## src/rtl/gather_fifo_pkg.sv

```systemverilog
// gather_fifo_pkg: accumulator-width/queue-depth defaults and the lane-rotation helper.
`ifndef ACCW
`define ACCW 8
`endif
`ifndef QDEPTH
`define QDEPTH 4
`endif

package gather_fifo_pkg;
    localparam int LANES = 3;

    function automatic logic [LANES-1:0] rot_sel(input logic [LANES-1:0] s);
        return {s[LANES-2:0], s[LANES-1]};
    endfunction
endpackage

```

## src/rtl/gather_lane.sv

```systemverilog
// gather_lane: single-lane show-ahead FIFO; head word is always visible on dout.
module gather_lane #(
    parameter int DW    = 8,
    parameter int DEPTH = 4,
    parameter int ID    = 0,
    parameter int AW    = $clog2(DEPTH)
) (
    input  logic          clk,
    input  logic          rst,
    input  logic          push,
    input  logic [DW-1:0] din,
    input  logic          pop,
    output logic [DW-1:0] dout,
    output logic [AW:0]   count,
    output logic          full,
    output logic          empty
);
    logic [DW-1:0] mem_q [DEPTH];
    logic [AW-1:0] wr_ptr_q, wr_ptr_d, rd_ptr_q, rd_ptr_d;
    logic [AW:0]   cnt_q, cnt_d;

    function automatic logic [AW-1:0] nxt(input logic [AW-1:0] p);
        return (p == AW'(DEPTH - 1)) ? '0 : p + 1'b1;
    endfunction

    always_comb begin
        wr_ptr_d = push ? nxt(wr_ptr_q) : wr_ptr_q;
        rd_ptr_d = pop ? nxt(rd_ptr_q) : rd_ptr_q;
        cnt_d    = cnt_q + {{AW{1'b0}}, push} - {{AW{1'b0}}, pop};
    end

    always_ff @(posedge clk) begin
        if (rst) begin
            wr_ptr_q <= '0;
            rd_ptr_q <= '0;
            cnt_q    <= '0;
        end else begin
            wr_ptr_q <= wr_ptr_d;
            rd_ptr_q <= rd_ptr_d;
            cnt_q    <= cnt_d;
        end
    end

    // Storage needs no reset; cnt_q alone decides what is valid.
    always_ff @(posedge clk) begin
        if (push) mem_q[wr_ptr_q] <= din;
    end

    assign dout  = mem_q[rd_ptr_q];
    assign count = cnt_q;
    assign full  = (cnt_q == (AW+1)'(DEPTH));
    assign empty = (cnt_q == '0);

    a_no_overrun: assert property (@(posedge clk) disable iff (rst) !(push && full) && !(pop && empty))
        else $error("gather_lane %0d: push while full or pop while empty", ID);
endmodule

```

## src/rtl/gather_fifo.sv

```systemverilog
// gather_fifo: narrow-to-wide FIFO; three lanes written round-robin, popped together.
module gather_fifo
    import gather_fifo_pkg::*;
#(
    parameter int IDW   = `ACCW,
    parameter int ODW   = 3*`ACCW,
    parameter int DEPTH = `QDEPTH,
    parameter int ID    = 0,
    parameter int AW    = $clog2(DEPTH)
) (
    input  logic           clk,
    input  logic           rst,
    input  logic           wr_en,
    input  logic [IDW-1:0] wr_data,
    output logic           wr_ok,
    input  logic           rd_en,
    output logic [ODW-1:0] rd_data,
    output logic           rd_ok,
    output logic [AW:0]    usedw
);
    logic [LANES-1:0] wsel_q, wsel_d;
    logic [LANES-1:0] lane_full, lane_empty, lane_push;
    logic [IDW-1:0]   lane_dout [LANES];
    logic [AW:0]      lane_cnt  [LANES];
    logic             pop;

    // Lanes fill in order, so lane 2 empty covers the whole group being incomplete.
    assign wr_ok     = ~|(wsel_q & lane_full);
    assign rd_ok     = ~|lane_empty;
    assign pop       = rd_en && rd_ok;
    assign lane_push = {LANES{wr_en && wr_ok}} & wsel_q;

    always_comb wsel_d = (wr_en && wr_ok) ? rot_sel(wsel_q) : wsel_q;

    always_ff @(posedge clk) begin
        if (rst) wsel_q <= LANES'(1);
        else     wsel_q <= wsel_d;
    end

    for (genvar i = 0; i < LANES; i++) begin : g_lane
        gather_lane #(.DW(IDW), .DEPTH(DEPTH), .ID(ID), .AW(AW)) u_lane (
            .clk   (clk),
            .rst   (rst),
            .push  (lane_push[i]),
            .din   (wr_data),
            .pop   (pop),
            .dout  (lane_dout[i]),
            .count (lane_cnt[i]),
            .full  (lane_full[i]),
            .empty (lane_empty[i])
        );
    end

    assign rd_data = {lane_dout[2], lane_dout[1], lane_dout[0]};
    assign usedw   = lane_cnt[2];

    a_lane_order: assert property (@(posedge clk) disable iff (rst)
        lane_cnt[0] >= lane_cnt[1] && lane_cnt[1] >= lane_cnt[2] && lane_cnt[0] - lane_cnt[2] <= (AW+1)'(1))
        else $error("gather_fifo %0d: lane fill order broken", ID);
endmodule

```

## config.mk

```make
export PLATFORM = sky130hd
export DESIGN_NAME = gather_fifo
export DESIGN_NICKNAME = d
export VERILOG_FILES = /design/src/rtl/gather_fifo_pkg.sv /design/src/rtl/gather_lane.sv /design/src/rtl/gather_fifo.sv
export SDC_FILE = /design/constraint.sdc
export NUM_CORES = 1
export LEC_CHECK = 0
export ABC_CLOCK_PERIOD_IN_PS = 7100
export CAP_MARGIN = 30
export CORE_UTILIZATION = 35
export DETAILED_ROUTE_END_ITERATION = 8
export GPL_TIMING_DRIVEN = 0
export SLEW_MARGIN = 10
export SYNTH_ARGS = -nofsm -noshare
export SYNTH_HDL_FRONTEND = slang
export SYNTH_SLANG_ARGS = --single-unit
export TNS_END_PERCENT = 5
```

## constraint.sdc

```tcl
create_clock -name clk -period 7.1 [get_ports clk]
set_input_delay 1.42 -clock clk [delete_from_list [all_inputs] [get_ports clk]]
set_output_delay 1.42 -clock clk [all_outputs]
set_load 0.01 [all_outputs]
```

==> flow_summary_export.csv, run 1 <==
group,metric,value,unit
global_route,use_met2,0.2188,
logic_synthesis,synth_simple_gate_area_share,0.08339,
die,start_util,0.3633,
global_route,gr-usage-met3,0.03903,
critical_path,max_stage_delay,0.48,ns
route,drc,0,
power_and_ir_drop,clockPowerShare,0.448,
timing,clock_skew,0.005843,ns
critical_path,startpoint_type,"input port",
placed_design,globalplace.congestion,0.7441,
die,dieArea,15060,sq um
route,antenna_left,0,
timing,rsz0062_at_grt,"false",
placed_design,io_buffer_count,39,
timing,finalHoldViolCount,0,
global_route,grt_max_degree,17,
timing,fin_setup_tns,0,ns
logic_synthesis,synth_area,5101,sq um
logic_synthesis,synth-compound-area-share,0.01643,
logic_synthesis,avgSynthCellArea,17.41,sq um
logic_synthesis,syn-num-nets,329,
timing,drv_slew,0,
route,first_pass_iters,4,
critical_path,required,7.43,ns
clock_tree,cts_resized,0,
clock_tree,ctsHoldBuffers,0,
final_layout,layout_common_cells,"edfxtp_1 (96), clkdlybuf4s50_1 (39), dfxtp_1 (30)",
logic_synthesis,synth_xor_area_frac,0.005151,
clock_tree,cts_root_buf,"clkbuf_16",
logic_synthesis,synthFlopType,"edfxtp_1",
power_and_ir_drop,internal_power,1.334,mW
global_route,use_met1,0.1738,
die,core,14040,sq um
timing,min_period,3.647,ns
die,io-pin-count,41,
critical_path,arrival,3.97,ns
timing,timing.final.crit_share,0.5136,
timing,clock.fmax,274.2,MHz
route,vias_per_cell,4.763,
die,die_h,122.7,um
die,num_rows,43,
logic_synthesis,synthAdderAreaFrac,0.06328,
clock_tree,clkTransAtPathRegs,0.05,ns
final_layout,layout_commonest_cell,"edfxtp_1",
logic_synthesis,synth-seq-area-share,0.6829,
clock_tree,cts_made_buffers,17,
min_path,hold_class,"register to register",
timing,relSlewSlack,0.5880,
global_route,track_usage,0.1383,
critical_path,end_kind,"register",
logic_synthesis,yosysWarnings,0,
logic_synthesis,synth_top_family_by_area,"multiplexers",
global_route,antenna_found_initial,0,
power_and_ir_drop,swShare,0.2081,
clock_tree,cts_tree,"built",
power_and_ir_drop,pwr-share-comb,0.061,
final_layout,diodes,0,
power_and_ir_drop,irDropWorstVdd,0.1670,mV
final_layout,fin_util,0.4441,
power_and_ir_drop,power.switching,0.3506,mW
critical_path,path_cells,"clkdlybuf4s50_1 -> o31ai_1 -> nor3_1 -> buf_2 -> ha_1 -> inv_1 -> ha_1 -> inv_1 -> fa_1 -> xor2_1 -> and2_1 -> nor3_1",
timing,setup-violations-final,0,
route,wl_per_cell,16.60,um
global_route,grt_overflow,0,
final_layout,fin_nets,388,
clock_tree,clkLatencyLatePin,0.40,ns
clock_tree,clockBufferDepth,2,
die,dieWidth,122.7,um
logic_synthesis,async_reset_ff_frac,0,
power_and_ir_drop,power.share.sequential,0.491,
logic_synthesis,synth_edf_count,96,
route,vias,2591,
global_route,grt_pass1_wl,14.77,mm
route,totalWireLength,9.033,mm
logic_synthesis,muxShareOfSynthArea,0.1251,
logic_synthesis,syn_inst,293,
clock_tree,cts_max_level,4,
clock_tree,clkSinkCount,126,
timing,worst_slew_pin_slew,0.6133,ns
logic_synthesis,yosysUniqueCellTypes,30,
power_and_ir_drop,pwr_density_cell,270.1,nW/um^2
run,drv_cap,0,
critical_path,crit_fanout,4,
placed_design,dpl.hpwl,6.098,mm
clock_tree,cts_setup_buffers,0,
route,drtIter0Drc,149,
run_status,status,"finished, final reports clean",
critical_path,path_class,"input port to register",
critical_path,slowest_stage,"clkdlybuf4s50_1",
global_route,busiest_layer,"met2",
final_layout,drive_gt1_frac,0.1731,
global_route,grt_pass1_vias,2821,
timing,timing.hold.ws,0.5006,ns
power_and_ir_drop,leakage,2.153,nW
final_layout,area_growth_syn_to_layout,22.25,%
logic_synthesis,synth-seq-cells,126,
[Yosys cell counts, types with 4 or more instances]
| master | n | share of area |
|---|---|---|
| and2_1 | 15 | 0.018 |
| buf_2 | 4 | 0.0039 |
| dfxtp_1 | 30 | 0.12 |
| edfxtp_1 | 96 | 0.57 |
| ha_1 | 21 | 0.052 |
| inv_1 | 16 | 0.012 |
| mux4_2 | 24 | 0.11 |
| nand2_1 | 9 | 0.0066 |
| nor2_1 | 9 | 0.0066 |
| nor2b_1 | 8 | 0.0098 |
| nor3_1 | 15 | 0.015 |
| o31ai_1 | 4 | 0.0059 |
[stage by stage]
step / cells / setup WS, ns / total power, mW / instance area [sq um]
after floorplan: 293 / 3.743 / 0.8973 / 5101
after global placement: 512 / 2.718 / 0.9418 / 5717
after detailed placement: 513 / 3.016 / 0.9461 / 5722
after CTS: 544 / 3.434 / 1.703 / 6236
after global routing: 544 / 3.256 / 1.748 / 6236
final: 544 / 3.453 / 1.684 / 6236
[power groups by stage]
stage          sequential [mW]  clock, mW  combinational (mW)
3_3_place_gp             0.841          0               0.101
6_report                 0.828      0.755               0.102
3_5_place_dp             0.842          0               0.104
2_1_floorplan            0.839          0              0.0584
5_1_grt                  0.830      0.804               0.114
4_1_cts                  0.827      0.771               0.104
[cells by family after synthesis]
family | Yosys count
AO/OA/AOI/OAI | 11
flip-flops | 126
XOR/XNOR | 3
AND/OR/NAND/NOR | 68
adder cells (fa/ha/maj) | 24
multiplexers | 33
buffers and inverters | 28
[state kept, by name, indices dropped and copies added, names as in the netlist, named ones only]
signal	flops
g_lane.u_lane.mem_q	96
g_lane.u_lane.wr_ptr_q	6
g_lane.u_lane.rd_ptr_q	6
wsel_q	3
g_lane.u_lane.count	9
[metal layers]
| layer | wire length [um] | vias to the layer above |
|---|---|---|
| li1 | - | 1234 |
| met1 | 4185 | 1299 |
| met2 | 4420 | 48 |
| met3 | 307 | 10 |
| met4 | 120 | 0 |
| met5 | 0 | - |
[worst max-delay path, delay by kind of cell]
family,cells,cell delay [ns]
xor+xnor,1,0.16
simple gates,3,0.68
buf+inv,4,0.84
fa+ha+maj,3,0.74
compound gates,1,0.13
[cell type report]
class,instances,area (sq um)
well taps,180,225.2
plain buffers,12,61.31
flip-flops and latches,126,3483
inverters,16,60.06
multi-input cells,139,1496
clock buffers,21,440.4
fillers,1249,7806
repair buffers,40,395.4
clock inverters,10,73.82
[final timing paths]
| kind | from | end | slack [ns] | cells after the start |
|---|---|---|---|---|
| max | rd_en | g_lane[1].u_lane.count[2]$_SDFF_PP0_ | 3.45 | 12 |
| min | wsel_q[0]$_SDFFE_PP1N_ | wsel_q[0]$_SDFFE_PP1N_ | 0.50 | 1 |
| max reg2reg | g_lane[2].u_lane.count[2]$_SDFF_PP0_ | g_lane[1].u_lane.count[2]$_SDFF_PP0_ | 4.38 | 11 |
| min reg2reg | wsel_q[0]$_SDFFE_PP1N_ | wsel_q[0]$_SDFFE_PP1N_ | 0.50 | 1 |
Note: power is estimated with default switching activity, not from simulation.
==> run 2: changes to the inputs <==
- ABC_CLOCK_PERIOD_IN_PS: 7100 -> 3800
- clock period: 7.1 -> 3.8 ns (I/O delays scaled with it)
==> results of run 2 <==
The final DEF is identical to that of run 1. Status: finished, final reports clean.
Main changes from that run: setup slack after placement 3.016 ns -> 0.3764 ns; setup slack after layout 3.453 ns -> 0.8132 ns; register-to-register setup slack 4.38 ns -> 1.08 ns; total power 1.684 mW -> 3.147 mW; worst IR drop on VDD 0.1670 mV -> 0.3120 mV
==> run 3: changes to the inputs <==
- ABC_CLOCK_PERIOD_IN_PS: 3800 -> 2500
- clock period: 3.8 -> 2.5 ns (I/O delays scaled with it)
==> run 3 against run 2 <==
Core utilization is 0.88 points higher. Highest routed layer unchanged. Global-route usage is 0.061 points higher. Largest power group unchanged. Power is 53% higher. Clock-buffer cell count stayed put.
==> flow_summary_export.csv, run 3 (synthesis results as in run 1) <==
group,metric,value,unit
final_layout,register_area,3485,sq um
route,first_pass_iters,6,
critical_path,path_class,"register to primary output",
global_route,grt_pass1_wl,14.86,mm
power_and_ir_drop,irDropWorstVdd,0.4831,mV
placed_design,placed_cells,513,
critical_path,arrival,1.93,ns
final_layout,largest_reg_flops,96,
clock_tree,clkSinkCount,126,
critical_path,crit_fanout,8,
run,drv_cap,0,
timing,rsz0062_at_grt,"true",
global_route,antenna_found_initial,0,
timing,fin_setup_tns,0,ns
die,die_h,122.7,um
placed_design,dpl.hpwl,6.098,mm
timing,clock_skew,0.005862,ns
clock_tree,cts_max_level,4,
timing,setup-violations-final,0,
final_layout,diodes,0,
route,drtIter0Drc,173,
route,vias_per_cell,4.771,
critical_path,end_kind,"primary output",
critical_path,r2r_start,"g_lane[2].u_lane.count[2]$_SDFF_PP0_",
placed_design,globalplace.congestion,0.7441,
final_layout,fin_nets,391,
die,num_rows,43,
final_layout,layout_common_cells,"edfxtp_1 (96), clkdlybuf4s50_1 (32), dfxtp_1 (29)",
final_layout,multi_input_area,1544,sq um
global_route,grt_max_degree,17,
timing,timing.hold.ws,0.4981,ns
die,io-pin-count,41,
global_route,grt_overflow,0,
clock_tree,clkLatencyLatePin,0.41,ns
timing,clock.fmax,411.7,MHz
power_and_ir_drop,pwr_density_cell,756.9,nW/um^2
global_route,busiest_layer,"met2",
die,dieWidth,122.7,um
final_layout,largest-register,"g_lane.u_lane.mem_q",
critical_path,r2r_end,"g_lane[2].u_lane.count[2]$_SDFF_PP0_",
route,antenna_left,0,
critical_path,r2r_slack,0.15,ns
run_status,status,"finished, final reports clean",
clock_tree,cts_made_buffers,17,
die,core,14040,sq um
route,drc,0,
timing,relSlewSlack,0.6486,
route,vias,2610,
global_route,track_usage,0.1389,
route,totalWireLength,9.153,mm
global_route,grt_pass1_vias,2823,
critical_path,startpoint_type,"register",
min_path,holdPathEnd,"wsel_q[0]$_SDFFE_PP1N_",
placed_design,io_buffer_count,39,
timing,worst_slew_pin_slew,0.5271,ns
clock_tree,clockBufferDepth,2,
route,wl_per_cell,16.73,um
min_path,worstHoldStart,"wsel_q[0]$_SDFFE_PP1N_",
clock_tree,clkTransAtPathRegs,0.05,ns
clock_tree,cts_tree,"built",
final_layout,layout_commonest_cell,"edfxtp_1",
timing,timing.final.crit_share,0.9715,
clock_tree,cts_root_buf,"clkbuf_16",
critical_path,reg2reg_depth,11,
min_path,hold_depth,1,
die,start_util,0.3633,
final_layout,layout.cells.non_filler,547,
final_layout,drive_gt1_frac,0.2044,
global_route,use_met2,0.2191,
final_layout,fill_cells,1241,
critical_path,required,2.00,ns
final_layout,area_growth_syn_to_layout,24.68,%
timing,min_period,2.429,ns
power_and_ir_drop,leakage,2.253,nW
timing,finalHoldViolCount,0,
die,dieArea,15060,sq um
min_path,hold_class,"register to register",
global_route,gr-usage-met3,0.03903,
timing,drv_slew,0,
global_route,use_met1,0.1754,
## run 3: timing repair
item / CTS / global route
buffers inserted: 1 / 5
hold buffers: 0 / 0
pin swaps: 1 / 5
setup endpoints to repair: 29 / 11
gates resized for setup: 10 / 14
cloned: 0 / 0
hold endpoints to repair: 0 / 0
## run 3: final cells by class
cell class | instances | area share
flip-flops and latches | 126 | 0.5479
multi-input cells | 139 | 0.2428
repair buffers | 46 | 0.07240
clock buffers | 21 | 0.06925
well taps | 180 | 0.03541
clock inverters | 10 | 0.01161
plain buffers | 9 | 0.01121
inverters | 16 | 0.009443
## run 3: power breakdown
part / internal, mW / total (mW) / leakage, nW / switching, mW
registers: 2.32 / 2.36 / 1.11 / 0.0373
clock network: 1.34 / 2.15 / 0.244 / 0.817
logic: 0.147 / 0.306 / 0.896 / 0.159
## run 3: worst max path at each step
stage	startpoint	endpoint	slack (ns)	cells after the start
finish	register	rd_data[14]	0.07	3
global route	rd_en	g_lane[1].u_lane.count[2]$_SDFF_PP0_	-0.02	12
CTS	g_lane[2].u_lane.count[1]$_SDFF_PP0_	g_lane[1].u_lane.count[2]$_SDFF_PP0_	0.002	9
detailed placement	rd_en	g_lane[1].u_lane.count[2]$_SDFF_PP0_	-0.66	12
global placement	rd_en	g_lane[1].u_lane.count[2]$_SDFF_PP0_	-0.96	11
floorplan	g_lane[2].u_lane.count[1]$_SDFF_PP0_	g_lane[2].u_lane.count[2]$_SDFF_PP0_	0.02	10
## run 3: through the flow
step	setup WS, ns	power [mW]	utilization	area, sq um
2_1_floorplan	0.02050	2.548	-	5101
3_3_place_gp	-0.9618	2.675	0.4071	5717
3_5_place_dp	-0.6636	2.687	0.4075	5722
4_1_cts	0.002179	4.842	0.4466	6271
5_1_grt	-0.01571	4.987	0.4529	6360
6_report	0.07126	4.814	0.4529	6360
## run 3: layer usage
metal  routed length (um)  up-vias
met5                    0        -
met4                  175        0
met3                  353       13
met2                 4430       52
met1                 4194     1303
li1                     -     1242
## run 3: worst max-delay path, stage by stage (launching register included)
cell	delay, ns
dfxtp_1	0.33
buf_6	0.17
mux4_2	0.52
clkdlybuf4s50_1	0.50
